==> config.mk <==
export PLATFORM = sky130hd
export DESIGN_NAME = fifo_drain_packer
export DESIGN_NICKNAME = d
export VERILOG_FILES = /design/src/rtl/fifo_drain_packer.sv
export SDC_FILE = /design/constraint.sdc
export NUM_CORES = 1
export LEC_CHECK = 0
export ABC_AREA = 1
export CAP_MARGIN = 25
export CORE_ASPECT_RATIO = 0.8
export CORE_MARGIN = 5
export CORE_UTILIZATION = 43
export CTS_CLUSTER_DIAMETER = 80
export DETAILED_ROUTE_END_ITERATION = 8
export GPL_TIMING_DRIVEN = 0
export PLACE_DENSITY = 0.77
export SLEW_MARGIN = 40
export SYNTH_ARGS = -nofsm -noshare
export SYNTH_HDL_FRONTEND = slang
export SYNTH_SLANG_ARGS = --single-unit
==> constraint.sdc <==
create_clock -name CLOCK -period 1.7 [get_ports CLOCK]
set_clock_uncertainty 0.1 [all_clocks]
set_input_delay 0.255 -clock CLOCK [delete_from_list [all_inputs] [get_ports CLOCK]]
set_output_delay 0.255 -clock CLOCK [all_outputs]
set_load 0.05 [all_outputs]
==> src/rtl/fifo_drain_packer.sv <==
`default_nettype none
// ============================================================================
// Module      : fifo_drain_packer
// Description : Read-side consumer for an 8-bit FIFO. Pops words with a fixed
//               one-cycle read latency and packs RATIO consecutive words into
//               one wide word. The first popped word lands in the low slice.
//               Packed words leave on a valid/ready stream. A flush request
//               emits any partial word with its unused slots zeroed.
// Ports       : CLOCK        - rising-edge clock shared with the FIFO
//               RESET_N      - synchronous active-low reset
//               FIFO_DATA    - FIFO DATA_OUT, valid one cycle after a pop
//               FIFO_EMPTY_N - FIFO F_EMPTY_N, 1 = FIFO holds data
//               FIFO_READ    - FIFO READ, pop request
//               FLUSH        - single-cycle request to emit a partial word
//               OUT_DATA     - packed word
//               OUT_BYTES    - number of valid FIFO words in OUT_DATA
//               OUT_VALID    - OUT_DATA/OUT_BYTES valid
//               OUT_READY    - downstream accepts on OUT_VALID & OUT_READY
//               BUSY         - any word or request still in progress
// Revision    : 1.0 - initial release
// ============================================================================
module fifo_drain_packer #(
    parameter int WIDTH = 8,
    parameter int RATIO = 4
) (
    input  logic                     CLOCK,
    input  logic                     RESET_N,
    input  logic [WIDTH-1:0]         FIFO_DATA,
    input  logic                     FIFO_EMPTY_N,
    output logic                     FIFO_READ,
    input  logic                     FLUSH,
    output logic [WIDTH*RATIO-1:0]   OUT_DATA,
    output logic [$clog2(RATIO):0]   OUT_BYTES,
    output logic                     OUT_VALID,
    input  logic                     OUT_READY,
    output logic                     BUSY
);

    // The slot counter shares the OUT_BYTES width; it must be able to hold
    // RATIO to mark a completed word that is parked in the assembly register.
    localparam int                 BYTES_W   = $clog2(RATIO) + 1;
    localparam logic [BYTES_W-1:0] c_full    = BYTES_W'(RATIO);
    localparam logic [BYTES_W-1:0] c_last    = BYTES_W'(RATIO - 1);
    localparam logic [BYTES_W:0]   c_limit   = (BYTES_W + 1)'(RATIO);

    logic [BYTES_W-1:0]     r_cnt;
    logic                   r_inflight;
    logic                   r_flush_pend;
    logic [WIDTH*RATIO-1:0] r_asm;
    logic [WIDTH*RATIO-1:0] r_out_data;
    logic [BYTES_W-1:0]     r_out_bytes;
    logic                   r_out_valid;

    logic [BYTES_W:0]       w_fill;
    logic                   w_read;
    logic                   w_slot_free;
    logic [WIDTH*RATIO-1:0] w_asm_next;
    logic [WIDTH*RATIO-1:0] w_asm_masked;

    // Words already captured plus the one in flight must leave room for the
    // word this pop would bring in; a pending flush freezes the assembly.
    assign w_fill      = {1'b0, r_cnt} + {{BYTES_W{1'b0}}, r_inflight};
    assign w_read      = FIFO_EMPTY_N & ~r_flush_pend & (w_fill < c_limit);
    assign w_slot_free = ~r_out_valid | OUT_READY;

    // Assembly contents including the word arriving this cycle, so a word
    // completed by this capture can go straight to the output register.
    always_comb begin
        w_asm_next = r_asm;
        for (int i = 0; i < RATIO; i++) begin
            if (r_inflight && (r_cnt == BYTES_W'(i))) begin
                w_asm_next[i*WIDTH +: WIDTH] = FIFO_DATA;
            end
        end
    end

    // Partial words are zeroed above the last captured slot at output time,
    // so the assembly register never needs clearing between words.
    always_comb begin
        w_asm_masked = '0;
        for (int i = 0; i < RATIO; i++) begin
            if (BYTES_W'(i) < r_cnt) begin
                w_asm_masked[i*WIDTH +: WIDTH] = r_asm[i*WIDTH +: WIDTH];
            end
        end
    end

    always_ff @(posedge CLOCK) begin
        if (!RESET_N) begin
            r_cnt        <= '0;
            r_inflight   <= 1'b0;
            r_flush_pend <= 1'b0;
            r_asm        <= '0;
            r_out_data   <= '0;
            r_out_bytes  <= '0;
            r_out_valid  <= 1'b0;
        end else begin
            r_inflight <= w_read;
            r_asm      <= w_asm_next;

            if (r_out_valid && OUT_READY) begin
                r_out_valid <= 1'b0;
            end

            if (r_inflight) begin
                if (r_cnt != c_last) begin
                    r_cnt <= r_cnt + BYTES_W'(1);
                end else if (w_slot_free) begin
                    r_out_data  <= w_asm_next;
                    r_out_bytes <= c_full;
                    r_out_valid <= 1'b1;
                    r_cnt       <= '0;
                end else begin
                    r_cnt <= c_full;
                end
            end else if (r_cnt == c_full) begin
                // Parked full word; a pending flush stays pending and is
                // resolved on a later cycle once the counter reads zero.
                if (w_slot_free) begin
                    r_out_data  <= r_asm;
                    r_out_bytes <= c_full;
                    r_out_valid <= 1'b1;
                    r_cnt       <= '0;
                end
            end else if (r_flush_pend && w_slot_free) begin
                if (r_cnt != '0) begin
                    r_out_data  <= w_asm_masked;
                    r_out_bytes <= r_cnt;
                    r_out_valid <= 1'b1;
                    r_cnt       <= '0;
                end
                r_flush_pend <= 1'b0;
            end

            // Set and clear are mutually exclusive: clearing requires the
            // flag already set, and further requests are ignored while set.
            if (FLUSH && !r_flush_pend) begin
                r_flush_pend <= 1'b1;
            end
        end
    end

    assign FIFO_READ = w_read;
    assign OUT_DATA  = r_out_data;
    assign OUT_BYTES = r_out_bytes;
    assign OUT_VALID = r_out_valid;
    assign BUSY      = (r_cnt != '0) | r_inflight | r_flush_pend | r_out_valid;

endmodule
`default_nettype wire
==> results.sh, run 1 <==
export IMPL_status="finished, violations left"
export IMPL_violations="negative setup slack"
export IMPL_die_y_um=92.6
export IMPL_cts_tree="built"
export IMPL_fin_crit_sh=1.01
export IMPL_grt_max_degree=12
export IMPL_htreeDepth=3
export IMPL_synthTopCellsByCount="202 x nand2_1, 99 x nor2_1, 84 x inv_1, 76 x nand3_1, 73 x dfxtp_1"
export IMPL_synth_cell_types=24
export IMPL_clockRootBuffer="clkbuf_8"
export IMPL_synthDominantCellAreaShare=0.398
export IMPL_drv_cap=0
export IMPL_maxSlewViolCount=0
export IMPL_synthArstFlopShare=0
export IMPL_yosys_area_top_type="dfxtp_1"
export IMPL_finalSetupViolations=1
export IMPL_critPathRequiredTime_ps=1340
export IMPL_nets=686
export IMPL_num_rows=30
export IMPL_cts_sinks=73
export IMPL_io_buffers=49
export IMPL_fin_cells=787
export IMPL_synthFlopType="dfxtp_1"
export IMPL_use_met2=0.311
export IMPL_vias_per_cell=4.91
export IMPL_die_area_sq_um=10500
export IMPL_hold_viol=0
export IMPL_hp_class="input port to register"
export IMPL_p_per_area_nw_per_um2=868
export IMPL_timing_final_crit_period_ps=1720
export IMPL_coreArea_sq_um=8410
export IMPL_vdd_ir_drop_max_uv=374
export IMPL_netlist_area_sq_um=3670
export IMPL_die_w_um=113
export IMPL_grt_util_met3=0.0594
export IMPL_drc=0
export IMPL_clk_pin_slew_ps=70
export IMPL_tightest_slew_ps=519
export IMPL_synth_area_leaders="dfxtp_1 40%, nand2_1 21%, nand3_1 10%"
export IMPL_grt_pass1_wl_um=16200
export IMPL_first_iter_violations=327
export IMPL_ios=51
export IMPL_critPathLaunchType="register"
export IMPL_power_leakage_nw=2.53
export IMPL_insertion_delay_ps=350
export IMPL_multiInputGateArea_sq_um=1890
export IMPL_grt_pass1_vias=3545
export IMPL_critPathKind="register to output pin"
export IMPL_netlist_instances=595
export IMPL_grt_busiest_layer="met2"
export IMPL_syn_avg_cell_area_sq_um=6.16
export IMPL_yosysSeqAreaShare=0.398
export IMPL_synth_edf_count=0
export IMPL_place_congestion=0.884
export IMPL_antenna_found_initial=0
export IMPL_fillers=794
export IMPL_antenna_left=0
export IMPL_wire_per_inst_um=12.8
export IMPL_synthesis_nets=611
export IMPL_cp_end_kind="output pin"
export IMPL_num_vias=3863
export IMPL_yosysWarnings=0
export IMPL_seq_area_sq_um=1470
export IMPL_ys_ff_latch=73
export IMPL_cts_buffer_depth=2
export IMPL_postCtsHoldBufs=0
export IMPL_diodes=0
export IMPL_utilization=0.574
export IMPL_dp_cells=756
export IMPL_areaGrowthSynthToFinish_pct=31.6
export IMPL_relSlewSlack=0.654
export IMPL_fmax_ghz=0.580
export IMPL_use_met1=0.241
export IMPL_rsz0062_at_grt="true"
export IMPL_cts_buffers=9
export IMPL_drive_above_1_share=0.153
export IMPL_cp_arrival_ps=1370
export IMPL_grt_overflow=0
export IMPL_place_ws_ps=-714
export IMPL_synth_most_common_cell="nand2_1"
export IMPL_firstDrtPassIters=6
export IMPL_fin_ws_ps=-22.7
export IMPL_grt_usage=0.190
export IMPL_routed_wl_um=10100
export IMPL_start_util=0.436
export IMPL_path_max_fanout=6
export IMPL_dp_hpwl_um=6800
## sequential cells by signal (all words and copies together), names as in the netlist
signal	flops
OUT_VALID	1
r_flush_pend	1
r_inflight	1
r_cnt	3
r_asm	32
OUT_DATA	32
OUT_BYTES	3
## what timing repair did
action / in CTS / in global routing
resized for setup: 71 / 60
setup buffers: 9 / 6
pin swaps: 3 / 5
setup endpoints to repair: 73 / 37
hold endpoints to repair: 0 / 0
## metal layers
layer,wire length [um],vias up
li1,-,1941
met3,948,13
met4,110,0
met1,4370,1741
met2,4640,168
met5,0,-
## critical path, cell delays in order, from the launching register on
cell and delay (ps):
dfxtp_4 370, inv_4 70, ha_4 170, nand2_2 80, nor2_4 80, nand3_2 90
buf_8 150
## metrics by stage
stage | instance area, sq um | total power [mW] | setup TNS (ps) | hold WS [ps]
after floorplan | 3670 | 2.55 | 0 | 347
after global placement | 4300 | 2.82 | -9090 | 344
after detailed placement | 4300 | 2.83 | -8550 | 347
after CTS | 4590 | 4.12 | -46.2 | 223
after global routing | 4830 | 4.38 | -772 | 221
final | 4830 | 4.19 | -22.7 | 225
## cells by family after synthesis
family | Yosys count | synth area share
and+or+nand+nor | 388 | 0.436
buffers and inverters | 116 | 0.133
DFF | 73 | 0.398
AOI/OAI and AO/OA | 14 | 0.0205
adders and majority gates | 3 | 0.0102
xor gates and xnor gates | 1 | 0.00239
## layout make-up
cell class                      count  share of cell area
Timing Repair Buffer               64               0.117
Multi-Input combinational cell    406               0.391
Clock buffer                       14              0.0379
Buffer                             25              0.0407
Sequential cell                    73               0.305
Tap cell                          112              0.0290
Inverter                           91              0.0767
Clock inverter                      2             0.00207
## report_power, final
part	switching, mW	internal (mW)	leakage [nW]	total (mW)
Combinational	0.681	0.325	1.83	1.01
Sequential	0.0525	1.81	0.597	1.86
Clock	0.636	0.686	0.102	1.32
## path summary, 6_finish.rpt
| check | start | endpoint | slack (ps) | cells past startpoint |
|---|---|---|---|---|
| setup / recovery | r_cnt[0]$_SDFFE_PN0P_ | BUSY | -20 | 6 |
| hold / removal | RESET_N | OUT_DATA[6]$_SDFFE_PN0P_ | 220 | 3 |
| setup reg to reg | r_cnt[0]$_SDFFE_PN0P_ | OUT_DATA[29]$_SDFFE_PN0P_ | 30 | 11 |
| hold reg to reg | OUT_BYTES[2]$_SDFFE_PN0P_ | OUT_BYTES[2]$_SDFFE_PN0P_ | 360 | 2 |
## cells in the final DEF (no fill, tap or decap), drive strengths merged
cell / count
nand2: 204
nor2: 101
inv: 90
nand3: 80
dfxtp: 73
dlygate4sd2: 36
buf: 31
clkbuf: 25
clkdlybuf4s50: 11
a21oi: 6
o21ai: 5
ha: 3
a31oi: 2
nand4: 2
clkinv: 2
xnor2: 1
nor3: 1
o211ai: 1
clkinvlp: 1
No activity file was read; power rests on OpenSTA's default activity.
==> inputs of run 2 (changes only) <==
--- a/config.mk
+++ b/config.mk
@@ -10,7 +10,8 @@
 export CORE_ASPECT_RATIO = 0.8
 export CORE_MARGIN = 5
 export CORE_UTILIZATION = 43
-export CTS_CLUSTER_DIAMETER = 80
+export CTS_CLUSTER_DIAMETER = 60
+export CTS_CLUSTER_SIZE = 10
 export DETAILED_ROUTE_END_ITERATION = 8
 export GPL_TIMING_DRIVEN = 0
 export PLACE_DENSITY = 0.77
==> results of run 2 <==
The final DEF is identical to that of run 1; final timing and power are the same.
==> inputs of run 3 (changes only) <==
--- a/config.mk
+++ b/config.mk
@@ -10,7 +10,7 @@
 export CORE_ASPECT_RATIO = 0.8
 export CORE_MARGIN = 5
 export CORE_UTILIZATION = 43
-export CTS_CLUSTER_DIAMETER = 60
+export CTS_CLUSTER_DIAMETER = 120
 export CTS_CLUSTER_SIZE = 10
 export DETAILED_ROUTE_END_ITERATION = 8
 export GPL_TIMING_DRIVEN = 0
==> results of run 3 <==
The final DEF is identical to that of run 1; final timing and power are the same.
